## src/rtl/avalon_st_byte_packer_if.sv

```systemverilog
// Avalon-ST style byte sink and packed-word source bundled for the byte packer.
// A beat transfers on a clock edge where valid && ready are both high; valid
// never depends on ready, and a held beat keeps its payload stable.
interface avalon_st_byte_packer_if #(
  parameter int BYTES = 4
);
  logic [7:0]         sink_data;
  logic               sink_valid;
  logic               sink_error;
  logic               sink_ready;
  logic [8*BYTES-1:0] source_data;
  logic               source_valid;
  logic               source_error;
  logic               source_ready;

  modport master (
    output sink_data, sink_valid, sink_error, source_ready,
    input  sink_ready, source_data, source_valid, source_error
  );

  modport slave (
    input  sink_data, sink_valid, sink_error, source_ready,
    output sink_ready, source_data, source_valid, source_error
  );
endinterface

```

## src/rtl/avalon_st_byte_packer.sv

```systemverilog
// Packs BYTES consecutive 8-bit sink beats into one word (first byte in LSB),
// with a one-word output register and a saturating errored-word counter.
module avalon_st_byte_packer #(
  parameter int BYTES = 4
) (
  input  logic                     clk,
  input  logic                     reset_n,
  avalon_st_byte_packer_if.slave   st,
  output logic [7:0]               error_count
);
  localparam int IW = (BYTES > 1) ? $clog2(BYTES) : 1;
  localparam logic [IW-1:0] LAST = IW'(BYTES - 1);

  logic [IW-1:0]      idx_q, idx_d;
  logic [8*BYTES-1:0] acc_q, acc_d;
  logic               err_acc_q, err_acc_d;
  logic [8*BYTES-1:0] out_data_q, out_data_d;
  logic               out_valid_q, out_valid_d;
  logic               out_err_q, out_err_d;
  logic [7:0]         err_cnt_q, err_cnt_d;

  logic               last_w;
  logic               sink_ready_w;
  logic               sink_xfer;
  logic               src_xfer;
  logic [8*BYTES-1:0] word_w;
  logic               word_err_w;

  always_comb begin
    last_w       = (idx_q == LAST);
    // Only the completing beat needs room in the output register.
    sink_ready_w = !last_w || !out_valid_q || st.source_ready;
    sink_xfer    = st.sink_valid && sink_ready_w;
    src_xfer     = out_valid_q && st.source_ready;

    word_w = acc_q;
    for (int k = 0; k < BYTES; k++) begin
      if (idx_q == IW'(k)) word_w[8*k +: 8] = st.sink_data;
    end
    word_err_w = err_acc_q | st.sink_error;

    idx_d       = idx_q;
    acc_d       = acc_q;
    err_acc_d   = err_acc_q;
    out_data_d  = out_data_q;
    out_valid_d = out_valid_q;
    out_err_d   = out_err_q;
    err_cnt_d   = err_cnt_q;

    if (sink_xfer) begin
      if (last_w) begin
        idx_d       = '0;
        acc_d       = '0;
        err_acc_d   = 1'b0;
        out_valid_d = 1'b1;
        out_data_d  = word_w;
        out_err_d   = word_err_w;
      end else begin
        idx_d     = idx_q + IW'(1);
        acc_d     = word_w;
        err_acc_d = word_err_w;
      end
    end

    // A load in the same cycle as a drain keeps the register full.
    if (src_xfer && !(sink_xfer && last_w)) out_valid_d = 1'b0;

    if (src_xfer && out_err_q && (err_cnt_q != 8'hFF)) err_cnt_d = err_cnt_q + 8'd1;
  end

  always_ff @(posedge clk or negedge reset_n) begin
    if (!reset_n) begin
      idx_q       <= '0;
      acc_q       <= '0;
      err_acc_q   <= 1'b0;
      out_data_q  <= '0;
      out_valid_q <= 1'b0;
      out_err_q   <= 1'b0;
      err_cnt_q   <= 8'd0;
    end else begin
      idx_q       <= idx_d;
      acc_q       <= acc_d;
      err_acc_q   <= err_acc_d;
      out_data_q  <= out_data_d;
      out_valid_q <= out_valid_d;
      out_err_q   <= out_err_d;
      err_cnt_q   <= err_cnt_d;
    end
  end

  assign st.sink_ready   = sink_ready_w;
  assign st.source_data  = out_data_q;
  assign st.source_valid = out_valid_q;
  assign st.source_error = out_err_q;
  assign error_count     = err_cnt_q;
endmodule

```

## src/flat_wrapper.sv

```systemverilog
// flat-port wrapper written by rule: the top's interface ports become plain ports
module avalon_st_byte_packer_flat 
#(
  parameter int BYTES = 4
)
  (clk, reset_n, error_count, st_sink_data, st_sink_valid, st_sink_error, st_source_ready, st_sink_ready, st_source_data, st_source_valid, st_source_error);
  avalon_st_byte_packer_if #(.BYTES(BYTES)) st_i ();
  input  logic clk;
  input  logic reset_n;
  output logic [7:0] error_count;
  input wire logic [$bits(st_i.sink_data)-1:0] st_sink_data;
  input wire logic [$bits(st_i.sink_valid)-1:0] st_sink_valid;
  input wire logic [$bits(st_i.sink_error)-1:0] st_sink_error;
  input wire logic [$bits(st_i.source_ready)-1:0] st_source_ready;
  output wire logic [$bits(st_i.sink_ready)-1:0] st_sink_ready;
  output wire logic [$bits(st_i.source_data)-1:0] st_source_data;
  output wire logic [$bits(st_i.source_valid)-1:0] st_source_valid;
  output wire logic [$bits(st_i.source_error)-1:0] st_source_error;
  assign st_i.sink_data = st_sink_data;
  assign st_i.sink_valid = st_sink_valid;
  assign st_i.sink_error = st_sink_error;
  assign st_i.source_ready = st_source_ready;
  assign st_sink_ready = st_i.sink_ready;
  assign st_source_data = st_i.source_data;
  assign st_source_valid = st_i.source_valid;
  assign st_source_error = st_i.source_error;
  avalon_st_byte_packer #(.BYTES(BYTES)) u_core (.clk(clk), .reset_n(reset_n), .st(st_i), .error_count(error_count));
endmodule
```

## config.mk

```make
export PLATFORM = sky130hd
export DESIGN_NAME = avalon_st_byte_packer_flat
export DESIGN_NICKNAME = d
export VERILOG_FILES = /design/src/rtl/avalon_st_byte_packer_if.sv /design/src/rtl/avalon_st_byte_packer.sv /design/src/flat_wrapper.sv
export SDC_FILE = /design/constraint.sdc
export NUM_CORES = 1
export LEC_CHECK = 0
export ABC_AREA = 1
export CORE_ASPECT_RATIO = 1.25
export CORE_MARGIN = 2
export CORE_UTILIZATION = 41
export CTS_BUF_LIST = sky130_fd_sc_hd__clkbuf_16
export CTS_CLUSTER_SIZE = 14
export DETAILED_ROUTE_END_ITERATION = 12
export MAX_ROUTING_LAYER = met4
export PLACE_DENSITY_LB_ADDON = 0.25
export REMOVE_ABC_BUFFERS = 1
export SLEW_MARGIN = 20
export SYNTH_ARGS = -nofsm -noshare
export SYNTH_HDL_FRONTEND = slang
export SYNTH_SLANG_ARGS = --single-unit
```

## constraint.sdc

```tcl
create_clock -name clk -period 2.6 [get_ports clk]
set_clock_uncertainty 0.2 [all_clocks]
set_input_delay 0.52 -clock clk [delete_from_list [all_inputs] [get_ports clk]]
set_output_delay 0.52 -clock clk [all_outputs]
set_load 0.03 [all_outputs]
```

-- Word-level counts from Yosys, hierarchy flattened
Index checks and enable logic that the tools add are counted.
- register bits: 77
- output and inout port bits: 43
- word-level logic and storage cells: 40
- bits of input ports: 13
- reductions and logical operators: 16
- add/subtract/negate cells: 2
- bitwise operators: 1
- equal/unequal tests: 4
- muxes and demuxes: 10
- operator list (kind ; number):
    two-way mux 32 bit ; 1
    two-way mux 8 bit ; 4
    adder 8 x 1 -> 8 bit (second input constant) ; 1
    != test 8 bit (second input constant) ; 1
    logical AND 1 bit ; 6
    == test 2 bit (second input constant) ; 2
    two-way mux 1 bit ; 4
    AND reduction 2 bit ; 2
    nonzero test 2 bit ; 2
    logical NOT 1 bit ; 3
    adder 2 x 1 -> 2 bit (second input constant) ; 1
    == test 2 x 1 -> 1 bit (second input constant) ; 1
    logical NOT 2 bit ; 1
    logical OR 1 bit ; 2
    two-way mux 2 bit ; 1
    OR 1 bit ; 1

-- Depth between registers and ports, before layout
- depth after elaboration: 10
- depth in mapped cells: 8
- depth with buffers taken out: 8

-- Worst setup path after synthesis
Ideal clock, no wire load.
- path kind: reg-to-reg
- start point: register u_core.err_cnt_q[1], in the netlist u_core.error_count[1]
- end point: register u_core.err_cnt_q[7], in the netlist u_core.error_count[7]
- clock period less this slack: 1593 ps
- buffers on the path: 0
- data arrival time: 1276 ps
- cell stages (with the launch flop): 9
- library setup time: 117 ps
- required time: 2283 ps
- slack: 1007 ps
- cell sequence: dfrtp_1 -> ha_1 -> nand3_2 -> inv_1 -> nand2_2 -> nand2_4 -> inv_2 -> nand2_1 -> nand2_1
- cells in the longest elaborated chain, start to end: 2
- elaborated cells on any way between the ends: 3
- those cells by class: add/sub: 1; eq/ne: 1; reduce/logical: 1
- ends and longest elaborated chain (element ; RTL line ; text):
    start: declaration ; avalon_st_byte_packer.sv:20 ; logic [7:0] err_cnt_q, err_cnt_d;
    start signal: assignment ; avalon_st_byte_packer.sv:87 ; err_cnt_q <= err_cnt_d;
    parallel branches: the longest is 2 deep, another holds adder 8 x 1 -> 8 bit ; -- ;
Several ways; the timed one is not identified.
A chain may end at the register's enable or synchronous reset.

-- Worst setup path in the final report
- start point: register u_core.err_cnt_q[2], in the netlist u_core.error_count[2]
- end point: output error_count[2]
- RTL lines (element ; RTL line ; text):
    end: declaration ; flat_wrapper.sv:10 ; output logic [7:0] error_count;
No word-level cell between the ends.

==> metrics.txt <==
first-pass GRT wire length 11.0 mm; antenna diode count 0; unrepaired setup endpoints after global routing no; status finished clean; CP Max Fanout 6; initial antenna violation count 0; post-synthesis sequential area ratio between 50% and 60%; Post-synth top cells nand2_1 (112), o21ai_0 (71), dfrtp_1 (69); Layout fillers roughly 650; cts bufs inserted 9; max incr delay on CP about 710 ps; Routed WL around 6.1 mm; share of layout cells above drive strength 1 7.87%; Synth area leaders dfrtp_1 (57%), nand2_1 (14%), o21ai_0 (12%), buf_6 (2.6%), inv_1 (2.4%); worst hold slack 279 ps; worst reg2reg path depth 4; via count roughly 2300; Critical path buffers and inverters 1; CTS tree built; H-tree Lvls 3; prevailing post-synth register cell dfrtp_1; P&R area growth vs syn 28.0%; Post-synth EDFFs 0; Final Net Count between 400 and 500; total gr overflow 0; setup violators final 0; Post-Syn Area around 3000 µm²; CP endpoint kind output pin; Cells on Worst Hold Path 2; GR Layer Usage met3 3.15%; Max Cap Viol 0; FF-to-FF End u_core.acc_q[1]; Initial Utilization a little over two fifths; WP data arrival 1470 ps; met2 Use GR 27.3%; clk buf depth 2; Slew Limit Fails 0; met1 usage between 20% and 30%; CTS clk-pin slew, worst paths around 50 ps; width of the die ~81 µm; largest net degree at the start of global routing 54; antenna-violating nets left 0; worst rel slew slack between 60% and 70%; Sink Count between 60 and 70; number of top-level pins 56; CP cell instances clkdlybuf4s50_1; Synthesis Warnings 0; Startpoint Class flop; GRT Overall Usage between 10% and 20%; Critical Path RT 1880 ps; critical path class flop to output pin; post-route minimum period 2190 ps; port buffer count between 50 and 60; fin crit share a little over four fifths; final setup TNS 0 ps; slowest CP cell clkdlybuf4s50_1; hold path start u_core.acc_q[11]; most common cell in the synthesized netlist nand2_1; async set or reset register ratio after synthesis between 90% and 100%; Die H 99.8 µm; DIE AREA 8040 µm²; r2r startpoint u_core.idx_q[0]; Fin. Hold Viols 0; wire length per cell 12.5 µm; HPWL after DPL ~4 mm; DR vias/cell 4.84; hold endpoint u_core.acc_q[11]; Core Box Area approximately 7000 µm²; Avg Synthesized Cell Area roughly 9.0 µm²; PwrDens 1240 nW/µm²; CP top delay family buffers and inverters; Synth top area share 57.4%; std cell rows 34; Lkg Pwr between 1.5 and 2 nW; cell taking the most area after synthesis dfrtp_1; CTS root buf clkbuf_16; First-pass DRT Iterations 5; Post-CTS Setup Repair Bufs 0; GRT busiest layer met2; synth unique cells 25; post-synthesis register bit count 69; Hold/Removal Path Class flop to flop; r2r setup slk between 800 and 900 ps; Iteration-0 DRC Markers between 100 and 150; fmax 456 MHz; peak supply drop between 600 and 700 µV; Post-route DRC 0; final RePlAce weighted congestion between 0.7 and 0.8; Gate Count Post-Synth roughly 330; Worst-Margin Slew roughly 560 ps; clk_lat worst skew approximately 330 ps; vias in the first global route roughly 2400
## cells by family after synthesis
family / after synthesis / synth area share, %
adder cells (fa/ha/maj): 5 / 2.08
XOR/XNOR: 3 / 0.873
AND/OR/NAND/NOR: 136 / 18.6
flip-flops: 69 / 57.4
AO/OA/AOI/OAI: 85 / 14.6
buffers and inverters: 35 / 6.45
## cells in the final DEF, fill, tap and decap left out, drive strengths merged
| master | instances |
|---|---|
| ha | 5 |
| nand4 | 2 |
| nand2 | 116 |
| xnor2 | 2 |
| dlygate4sd3 | 1 |
| buf | 6 |
| nor2 | 10 |
| dfrtp | 69 |
| a21oi | 4 |
| clkbuf | 9 |
| nand3 | 7 |
| o21ai | 81 |
| inv | 25 |
| xor2 | 1 |
| or2 | 1 |
| clkinv | 2 |
| clkdlybuf4s50 | 53 |
## flip-flops by register name (all words and copies together) (netlist names)
name                    flops
u_core.st.source_valid      1
u_core.st.source_data      32
u_core.acc_q               24
u_core.st.source_error      1
u_core.idx_q                2
u_core.error_count          8
u_core.err_acc_q            1
## power breakdown
part,internal (mW),switching (mW),total (mW)
logic,0.760,1.24,2.00
clock network,0.623,0.416,1.04
registers,1.48,0.236,1.72
total,2.87,1.89,4.76
## worst max-delay path by stage
stage,cells past startpoint,slack (ps),end,from
6_report,1,410,error_count[2],u_core.error_count[2]
5_1_grt,1,350,error_count[2],u_core.error_count[2]
4_1_cts,1,400,error_count[2],u_core.error_count[2]
3_5_place_dp,4,460,u_core.acc_q[8],st_sink_valid
3_3_place_gp,4,500,u_core.acc_q[15],st_sink_valid
2_1_floorplan,4,610,u_core.st.source_error,u_core.st.source_valid
## worst reg2reg max path, cell delays in order, from the launching register on
cell     delay [ps]
dfrtp_1         400
inv_1           130
ha_1            480
o21ai_0         280
o21ai_0         200
## per-stage QoR
step	area (µm²)	cells	worst slack (ps)	power [mW]	util, %
after detailed placement	3590	467	459	3.76	51.1
after CTS	3850	484	396	4.82	54.9
final	3850	484	406	4.76	54.9
after global routing	3850	484	353	5.15	54.9
after floorplan	2890	318	614	2.96	-
after global placement	3590	467	497	3.72	51.1
## what timing repair did
| action | 4_1_cts | 5_1_grt |
|---|---|---|
| setup endpoints to repair | 0 | 0 |
| resized for setup | 0 | 0 |
| hold buffers | 1 | 0 |
| endpoints found under the hold margin | 16 | 0 |
## metal layers
metal | wire length, µm | vias to the layer above
met2 | 2900 | 49
met3 | 184 | 9
li1 | - | 1191
met1 | 2880 | 1095
met4 | 102 | 0
met5 | 0 | -
## area by class of cell
class                      count  area, µm²  share of cell area (%)
clock buffer                   9        225                    5.85
clock inverter                 7       28.8                   0.747
inverter                      20       75.1                    1.95
multi-input combinational    229       1090                    28.3
sequential                    69       1730                    44.8
tap                           90        113                    2.92
timing repair buffer          60        596                    15.5
Power figures use the tool's default switching activity.
